`config.mk`:
```
export PLATFORM = sky130hd
export DESIGN_NAME = layer0_input_packer
export DESIGN_NICKNAME = d
export VERILOG_FILES = /design/src/rtl/layer0_input_packer.sv
export SDC_FILE = /design/constraint.sdc
export NUM_CORES = 1
export LEC_CHECK = 0
export CORE_UTILIZATION = 49
export CTS_BUF_LIST = sky130_fd_sc_hd__clkbuf_8 sky130_fd_sc_hd__clkbuf_16
export DETAILED_ROUTE_END_ITERATION = 6
export DONT_BUFFER_PORTS = 1
export GPL_TIMING_DRIVEN = 0
export MAX_ROUTING_LAYER = met4
export SYNTH_ARGS = -nofsm -noshare
export SYNTH_HDL_FRONTEND = slang
export SYNTH_SLANG_ARGS = --single-unit
```
`constraint.sdc`:
```
create_clock -name clk -period 4 [get_ports clk]
set_input_delay 1 -clock clk [delete_from_list [all_inputs] [get_ports clk]]
set_output_delay 1 -clock clk [all_outputs]
set_load 0.01 [all_outputs]
```
`src/rtl/layer0_input_packer.sv`:
```
// rtl/layer0_input_packer.sv - binarise and pack a sample stream into a two-slot buffered M0 vector
//
// Purpose:
//   Takes one signed sample per beat and compares it with that feature's
//   programmable threshold. The resulting bit is packed into an assembly
//   register. A complete vector goes to M0 when the output slot is free.
//   Otherwise it waits in the assembly register, which acts as the second slot.
//
// Ports:
//   clk, rst           clock and synchronous active-high reset
//   s_valid/s_ready    sample stream handshake
//   s_data, s_last     signed sample and end-of-vector marker
//   cfg_we/addr/data   threshold write port (out-of-range addresses ignored)
//   m_valid/m_ready    output vector handshake
//   M0                 packed vector, bit i = feature i
//   err_len            one-cycle pulse on a vector-length error

module layer0_input_packer #(
    parameter int NUM_FEAT = 25,
    parameter int IN_W     = 8,
    parameter int ADDR_W   = 5
) (
    input  logic                   clk,
    input  logic                   rst,
    input  logic                   s_valid,
    output logic                   s_ready,
    input  logic signed [IN_W-1:0] s_data,
    input  logic                   s_last,
    input  logic                   cfg_we,
    input  logic [ADDR_W-1:0]      cfg_addr,
    input  logic signed [IN_W-1:0] cfg_data,
    output logic                   m_valid,
    input  logic                   m_ready,
    output logic [NUM_FEAT-1:0]    M0,
    output logic                   err_len
);

    localparam logic [ADDR_W-1:0] LAST_IDX = ADDR_W'(NUM_FEAT - 1);
    localparam logic [ADDR_W:0]   NF_EXT   = (ADDR_W + 1)'(NUM_FEAT);

    logic signed [IN_W-1:0] thr [NUM_FEAT];
    logic [ADDR_W-1:0]      idx;
    logic [NUM_FEAT-1:0]    asm;
    logic                   asm_full;

    logic                   beat;
    logic                   feat_bit;
    logic                   at_last;
    logic                   slot_free;
    logic                   out_take;
    logic                   cfg_hit;
    logic [NUM_FEAT-1:0]    done_vec;

    // s_ready looks only at registered state and rst, never at m_ready.
    assign s_ready   = !asm_full && !rst;
    assign beat      = s_valid && s_ready;
    assign feat_bit  = (s_data >= thr[idx]);
    assign at_last   = (idx == LAST_IDX);
    assign out_take  = m_valid && m_ready;
    assign slot_free = !m_valid || m_ready;
    assign cfg_hit   = cfg_we && ({1'b0, cfg_addr} < NF_EXT);

    // The last bit is not registered yet, so splice the live compare into the vector.
    always_comb begin
        done_vec      = asm;
        done_vec[idx] = feat_bit;
    end

    always_ff @(posedge clk) begin
        if (rst) begin
            idx      <= '0;
            asm      <= '0;
            asm_full <= 1'b0;
            M0       <= '0;
            m_valid  <= 1'b0;
            err_len  <= 1'b0;
            for (int i = 0; i < NUM_FEAT; i++) begin
                thr[i] <= '0;
            end
        end else begin
            err_len <= 1'b0;

            // Drain side. Beats are blocked while asm_full, so the beat branch
            // below cannot overwrite a reload from asm.
            if (out_take) begin
                if (asm_full) begin
                    M0       <= asm;
                    asm_full <= 1'b0;
                end else begin
                    m_valid  <= 1'b0;
                end
            end

            if (beat) begin
                if (at_last) begin
                    idx     <= '0;
                    err_len <= !s_last;
                    if (slot_free) begin
                        // Assigned after the drain branch so a same-cycle handshake refills.
                        M0      <= done_vec;
                        m_valid <= 1'b1;
                        asm     <= '0;
                    end else begin
                        asm      <= done_vec;
                        asm_full <= 1'b1;
                    end
                end else if (s_last) begin
                    idx     <= '0;
                    asm     <= '0;
                    err_len <= 1'b1;
                end else begin
                    asm[idx] <= feat_bit;
                    idx      <= idx + ADDR_W'(1);
                end
            end

            // The compare above reads the old value, so a same-cycle write
            // to the beat's own index does not affect that beat.
            if (cfg_hit) begin
                thr[cfg_addr] <= cfg_data;
            end
        end
    end

endmodule

```
# Yosys cells after proc, flatten, opt, wreduce, memory -nomap -nowiden
# Memory sizes are Yosys's and may differ from the RTL's. A register that Yosys moved wholly into a read port is not among the register bits.
# Cells that the tools add are included.
[totals] input_bits=27 ram_bits=200 out_inout_bits=28 mem_count=1 wordCells=60 ff_bits=58
[memory_table] memory="thr" words=25 width=8 rd=1 rd_ports_with_merged_regs=1 wr=25 line_no="41" source="logic signed [IN_W-1:0] thr [NUM_FEAT];"
[op_classes] eq_ne=1 muxes=34 addsub=1 order_cmp=4 bitwise_logic=1 n_reduce_logical=12
[ops] op="25-bit 2-to-1 mux" n=8
[ops] op="25-bit bitwise mux" n=1
[ops] op="5-bit 2-to-1 mux" n=5
[ops] op="1-bit 2-to-1 mux" n=18
[ops] op="8-bit >= comparator" n=1
[ops] op="8-bit 2-to-1 mux" n=1
[ops] op="8-bit OR reduction" n=1
[ops] op="5-bit by 6-bit less-than comparator with 1-bit output (second input constant)" n=1
[ops] op="5-bit by 1-bit adder with 5-bit output (second input constant)" n=1
[ops] op="1-bit demux with 5-bit select" n=1
[ops] op="5-bit == test (second input constant)" n=1
[ops] op="5-bit by 1-bit >= comparator with 1-bit output (second input constant)" n=1
[ops] op="1-bit logical AND" n=5
[ops] op="5-bit less-than comparator (second input constant)" n=1
[ops] op="1-bit logical NOT" n=4
[ops] op="2-bit OR reduction" n=1
[ops] op="1-bit logical OR" n=1
[ops] op="1-bit NOT" n=1

# Logic depth before layout (Yosys ltp)
# Gate-level depths: netlist (run 1).
[depth] ltp_word=8 ltp_mapped=12 depth_no_buf=11

# Least setup slack after synthesis (run 1)
# No wires, ideal clock.
[synth_path] kind="reg2reg" start="reg with a tool-made name" end="reg asm[11]" setup_time_ns=0.067 t_arrival_ns=3.165 stages_incl_launch_ff=12 setup_slack_ns=0.767 synth_period_minus_slack_ns=3.233 t_required_ns=3.933 path_buffers=2 cell_sequence="dfxtp_1 buf_4 buf_2 mux4_2 a22oi_1 a211oi_1 ha_1 nand2b_1 a2111oi_0 o32ai_2 or4b_4 o21ai_2"
[synth_rtl] item="end signal, assigned" line_no="104" source="asm <= done_vec;"
[synth_rtl] item="end signal, assigned by index" line_no="112" source="asm[idx] <= feat_bit;"
[synth_rtl] item="end, declared" line_no="43" source="logic [NUM_FEAT-1:0] asm;"

==> impl_metrics.toml, run 1 <==
[status]
status = "finished clean"

[layout]
area_growth_syn_to_layout_pct = 13.3
design_area_um2 = 15700
finish.utilization = 0.565
drive_above_1_share = 0.137
final_nets = 1096

[yosys]
yosysWarnings = 0
ys_seq_elements = 319
synthFlopType = "edfxtp_1"
synth_edf_count = 256
synth_xor_area_frac = 0.00253
synth-adder-area-share = 0.0108
synth_area_leaders = "edfxtp_1, dfxtp_1, mux4_2"
syn_avg_cell_area_um2 = 14.4
netlist.area_leader.share = 0.555
synthCells = 960
netlist_area_um2 = 13900
synth_compound_area_frac = 0.0799
yosysTopAreaCell = "edfxtp_1"
yosysMostFrequentCell = "edfxtp_1"
yosysSeqAreaShare = 0.646
synth_cell_type_count = 53
synth_top_family_by_area = "simple AND/OR/NAND/NOR gates"
synthArstFlopShare = 0
muxShareOfSynthArea = 0.105
synth-simple-area-share = 0.134
synthTopCellsByCount = "edfxtp_1, and2_1, dfxtp_1"

[power_and_ir_drop]
p_leak_nw = 5.43
powerDensity_nw_per_um2 = 463
ir_drop_v = 0.000359

[sta]
slew_violations = 0
max_freq_mhz = 266
holdWs_ns = 0.470
finalHoldViolCount = 0
slew_headroom = 0.0227
fin_skew_ns = 0.0148
finalCritPeriodShare = 0.939
worst_pin_slew_ns = 1.45
fin_ws_ns = 0.245
setup_violations = 0
finalCriticalPeriod_ns = 3.76

[clock_network]
clk_pin_slew_ns = 0.06
cts.path.max_buffers = 3
clock_sinks = 319
cts_tree = "built"
clock_latency_ns = 0.51
cts_root_buf = "clkbuf_16"
cts_made_buffers = 35
h-tree-depth = 2

[floorplanning]
initial_utilization = 0.499
io-pin-count = 55
die-area_um2 = 29000
coreArea_um2 = 27800
die_x_um = 170
rows = 61
die_h_um = 170

[critical_path]
max_stage_delay_ns = 0.49
critPathRequiredTime_ns = 4.40
worstPathArrival_ns = 4.16
crit_chain = "buf_4 > buf_4 > nand2_1 > o22ai_1 > a311oi_1 > a211o_1 > ha_1 > a21o_1 > a2111oi_2 > o32ai_4 > nor4b_2 > a32o_1"
startpoint_type = "register"
slowest_stage = "a2111oi_2"
critPathKind = "reg2reg"
crit_fanout = 10
endpoint_kind = "register"
crit_path_frequent_cell = "buf_4"

[routing]
wl_um = 34500
num_vias = 8237
drt_iter0_drc = 791
drc = 0
ant_nets = 0
wl_per_cell_um = 23.6
via_per_inst = 5.63
dr.pass1.iters = 5

[placement]
post-place-ws_ns = -0.197
dp_hpwl_um = 23500
numPortBuffers = 0
gp_congestion = 0.891
placedInstanceArea_um2 = 14500

[grt]
grt_pass1_vias = 8285
globalRouteTotalUtil = 0.255
grt_pass1_wl_um = 51400
grt_overflow = 0
antenna_found_initial = 4
grt_start_max_net_pins = 15

[job]
drv_cap = 0

[hold_path]
hold_class = "reg2reg"
==> cell families after synthesis <==
kind of cell               Yosys count
AOI/OAI and AO/OA                  161
other                                1
DFF                                319
xor gates and xnor gates             4
adders and majority gates           12
and+or+nand+nor                    315
muxes                               75
buffers and inverters               73
==> cells in the final DEF (no fill, tap or decap), types with 7 or more instances in the layout <==
cell type,count
conb_1,56
a211o_1,7
o21ai_0,35
ha_1,12
edfxtp_1,256
dfxtp_1,63
clkbuf_16,37
nor2_1,34
or3_1,7
mux2i_1,18
a311oi_1,8
and2_1,200
clkinv_2,11
mux4_2,56
nand2b_1,7
clkbuf_1,41
o22ai_1,40
a22oi_1,8
a22o_1,24
buf_2,13
o21ai_1,10
inv_1,14
nand3_1,14
nand2_1,23
==> registers in the layout (all words and copies together), names as in the netlist, named ones only <==
name,cells
thr,256
M0,25
asm,25
err_len,1
idx,5
asm_full,1
m_valid,1
==> power by group <==
group / switching (mW) / internal (mW)
Clock: 1.27 / 1.78
Combinational: 0.266 / 0.163
Sequential: 0.0420 / 3.74
Total: 1.58 / 5.69
==> metal layers <==
metal	part of all wire	GRT usage	vias to the layer above
met3	0.065	0.0435	60
met4	0.026	0.0803	0
met5	0	-	-
met1	0.44	0.347	4112
li1	-	-	3796
met2	0.47	0.394	269
==> layout make-up <==
| type | instances | area [um2] |
|---|---|---|
| multi-input combinational | 623 | 4830 |
| clock inverter | 20 | 115 |
| sequential | 319 | 8950 |
| inverter | 10 | 37.5 |
| clock buffer | 40 | 967 |
| tap | 378 | 473 |
| timing repair buffer | 5 | 30.0 |
| fill | 2310 | 12100 |
| buffer | 63 | 287 |
| antenna | 4 | 10.0 |
==> what timing repair did <==
item,4_1_cts,5_1_grt
pin swaps,1,0
setup endpoints to repair,23,26
cloned,0,0
endpoints found under the hold margin,0,0
buffers inserted,1,0
hold buffers,0,0
gates resized for setup,5,13
==> per-stage QoR <==
stage | power (mW) | cells | TNS, ns
floorplan | 4.12 | 1015 | 0
global placement | 4.26 | 1393 | -1.41
detailed placement | 4.27 | 1394 | -2.31
CTS | 7.29 | 1455 | 0
global route | 7.47 | 1461 | -0.119
finish | 7.27 | 1462 | 0
==> worst paths after layout <==
kind / from / to / slack [ns] / cells past startpoint
hold reg to reg: asm[5]$_SDFFE_PP0P_ / M0[5]$_SDFF_PP0_ / 0.47 / 1
setup reg to reg: register / asm[13]$_SDFFE_PP0P_ / 0.24 / 12
setup / recovery: register / asm[13]$_SDFFE_PP0P_ / 0.24 / 12
hold / removal: asm[5]$_SDFFE_PP0P_ / M0[5]$_SDFF_PP0_ / 0.47 / 1
==> worst max-delay path, delay by kind of cell, from the launching register on <==
kind / cells / cell delay (ns)
flops: 1 / 0.37
simple gates: 2 / 0.53
compound gates: 7 / 1.90
buf+inv: 2 / 0.54
fa+ha+maj: 1 / 0.29
Note: power is estimated with default switching activity, not from simulation.
==> run 2, diff against run 1 <==
- CORE_ASPECT_RATIO: unset -> 1.4
- GPL_TIMING_DRIVEN: 0 -> unset
==> run 2 against run 1 <==
Net effect: critical path depth is 3 lower; via count is 4.9% lower; total power is 5.5% lower; critical path type unchanged; largest cell class unchanged; largest power group unchanged.
==> impl_metrics.toml, run 2 (synthesis results as in run 1) <==
[sta]
slew_violations = 0
finalCritPeriodShare = 0.921
slew_headroom = 0.353
finalHoldViolCount = 0
finalCriticalPeriod_ns = 3.68
max_freq_mhz = 272
worst_pin_slew_ns = 0.971
setup_violations = 0
rsz0062_at_grt = "false"
tns_ns = 0
fin_ws_ns = 0.317
fin_skew_ns = 0.0149

[floorplanning]
die-area_um2 = 29000
io-pin-count = 55
initial_utilization = 0.499
coreArea_um2 = 27700
die_h_um = 201
die_x_um = 144
rows = 72

[clock_network]
ctsHoldBuffers = 0
clk_pin_slew_ns = 0.06
cts.path.max_buffers = 3
clock_latency_ns = 0.57
cts_root_buf = "clkbuf_16"
cts_made_buffers = 31
clock_sinks = 319
cts_tree = "built"
cts_resized = 0
cts_setup_buffers = 0
h-tree-depth = 1

[critical_path]
slowest_stage = "o32ai_2"
crit_chain = "buf_4 > mux4_2 > a311oi_1 > a211o_1 > ha_1 > a2111oi_0 > o32ai_2 > or4b_4 > o21ai_2"
critPathRequiredTime_ns = 4.49
endpoint_kind = "register"
max_stage_delay_ns = 0.70
crit_fanout = 18
worstPathArrival_ns = 4.18
ff2ff_setup_slack_ns = 0.32
critPathKind = "reg2reg"
startpoint_type = "register"

[placement]
placedInstanceArea_um2 = 14600
post-place-ws_ns = 0.316
numPortBuffers = 0
gp_congestion = 0.916
dp_hpwl_um = 20900

[power_and_ir_drop]
switching_power_mw = 1.49
p_comb_frac = 0.053
ir_drop_v = 0.000300
switching_share = 0.217
p_total_mw = 6.87
p_leak_nw = 5.37
clkPwrFrac = 0.395
powerDensity_nw_per_um2 = 443
pwr-share-seq = 0.552
internal_power_mw = 5.38

[layout]
regMostFlops = "thr"
area_growth_syn_to_layout_pct = 12.0
final_nets = 1060
design_area_um2 = 15500
largest_reg_flops = 256
final_cell_mix = "edfxtp_1, and2_1, dfxtp_1, mux4_2, conb_1"
mostFrequentLayoutCell = "edfxtp_1"
drive_above_1_share = 0.145
largestRegisters = "thr: 256 flops, M0: 25 flops, asm: 25 flops"

[grt]
globalRouteTotalUtil = 0.227
antenna_found_initial = 3
grt_pass1_wl_um = 47100
grt_pass1_vias = 8048
grt_overflow = 0
grt_start_max_net_pins = 33

[routing]
via_per_inst = 5.53
drt_iter0_drc = 425
wl_per_cell_um = 21.5
num_vias = 7836
ant_nets = 0
drc = 0
wl_um = 30400
dr.pass1.iters = 5

[status]
status = "finished clean"

[hold_path]
hold_class = "reg2reg"

[job]
drv_cap = 0
-- run 2: cell count changes in the layout (fill, tap and decap cells not counted), sizes merged --
| cell | previous run | this run |
|---|---|---|
| diode | 4 | 2 |
| clkinvlp | 0 | 1 |
| inv | 14 | 17 |
| clkinv | 15 | 17 |
| clkbuf | 89 | 31 |
| buf | 18 | 36 |
| clkdlybuf4s15 | 1 | 0 |
-- run 2: final timing paths --
| kind | from | end | depth (start not counted) |
|---|---|---|---|
| max | register | asm[9]$_SDFFE_PP0P_ | 9 |
| min | asm[2]$_SDFFE_PP0P_ | M0[2]$_SDFF_PP0_ | 1 |
| max reg2reg | register | asm[9]$_SDFFE_PP0P_ | 9 |
| min reg2reg | asm[2]$_SDFFE_PP0P_ | M0[2]$_SDFF_PP0_ | 1 |
-- run 2: per-stage QoR --
stage | cells | util | hold WS [ns]
3_3_place_gp | 1358 | 0.526 | 0.449
6_report | 1417 | 0.560 | 0.466
2_1_floorplan | 1015 | - | 0.436
3_5_place_dp | 1358 | 0.526 | 0.455
5_1_grt | 1417 | 0.560 | 0.478
4_1_cts | 1415 | 0.559 | 0.470
-- run 2: metal layers --
metal,track usage,part of all wire,vias to the layer above
li1,-,-,3721
met1,0.276,0.41,3900
met2,0.394,0.53,174
met3,0.0324,0.040,41
met4,0.0593,0.019,0
met5,-,0,-
-- run 2: final cells by class --
type / count / area (um2)
tap: 370 / 463
clock buffer: 31 / 776
inverter: 10 / 37.5
multi-input combinational: 623 / 4810
fill: 2303 / 12200
antenna: 2 / 5.00
clock inverter: 26 / 153
timing repair buffer: 36 / 320
sequential: 319 / 8960
-- run 2: power groups by stage --
| stage | clock network, mW | registers, mW | logic [mW] |
|---|---|---|---|
| floorplan | 0 | 3.84 | 0.282 |
| global placement | 0 | 3.86 | 0.366 |
| detailed placement | 0 | 3.87 | 0.367 |
| CTS | 2.78 | 3.80 | 0.368 |
| global route | 2.89 | 3.81 | 0.397 |
| finish | 2.71 | 3.79 | 0.366 |
-- run 2: worst max-delay path, delay by kind of cell, from the launching register on --
family                   cells  cell delay (ns)
AO/OA/AOI/OAI                5             1.54
flip-flops                   1             0.57
AND/OR/NAND/NOR              1             0.57
multiplexers                 1             0.53
buffers and inverters        1             0.24
adder cells (fa/ha/maj)      1             0.15
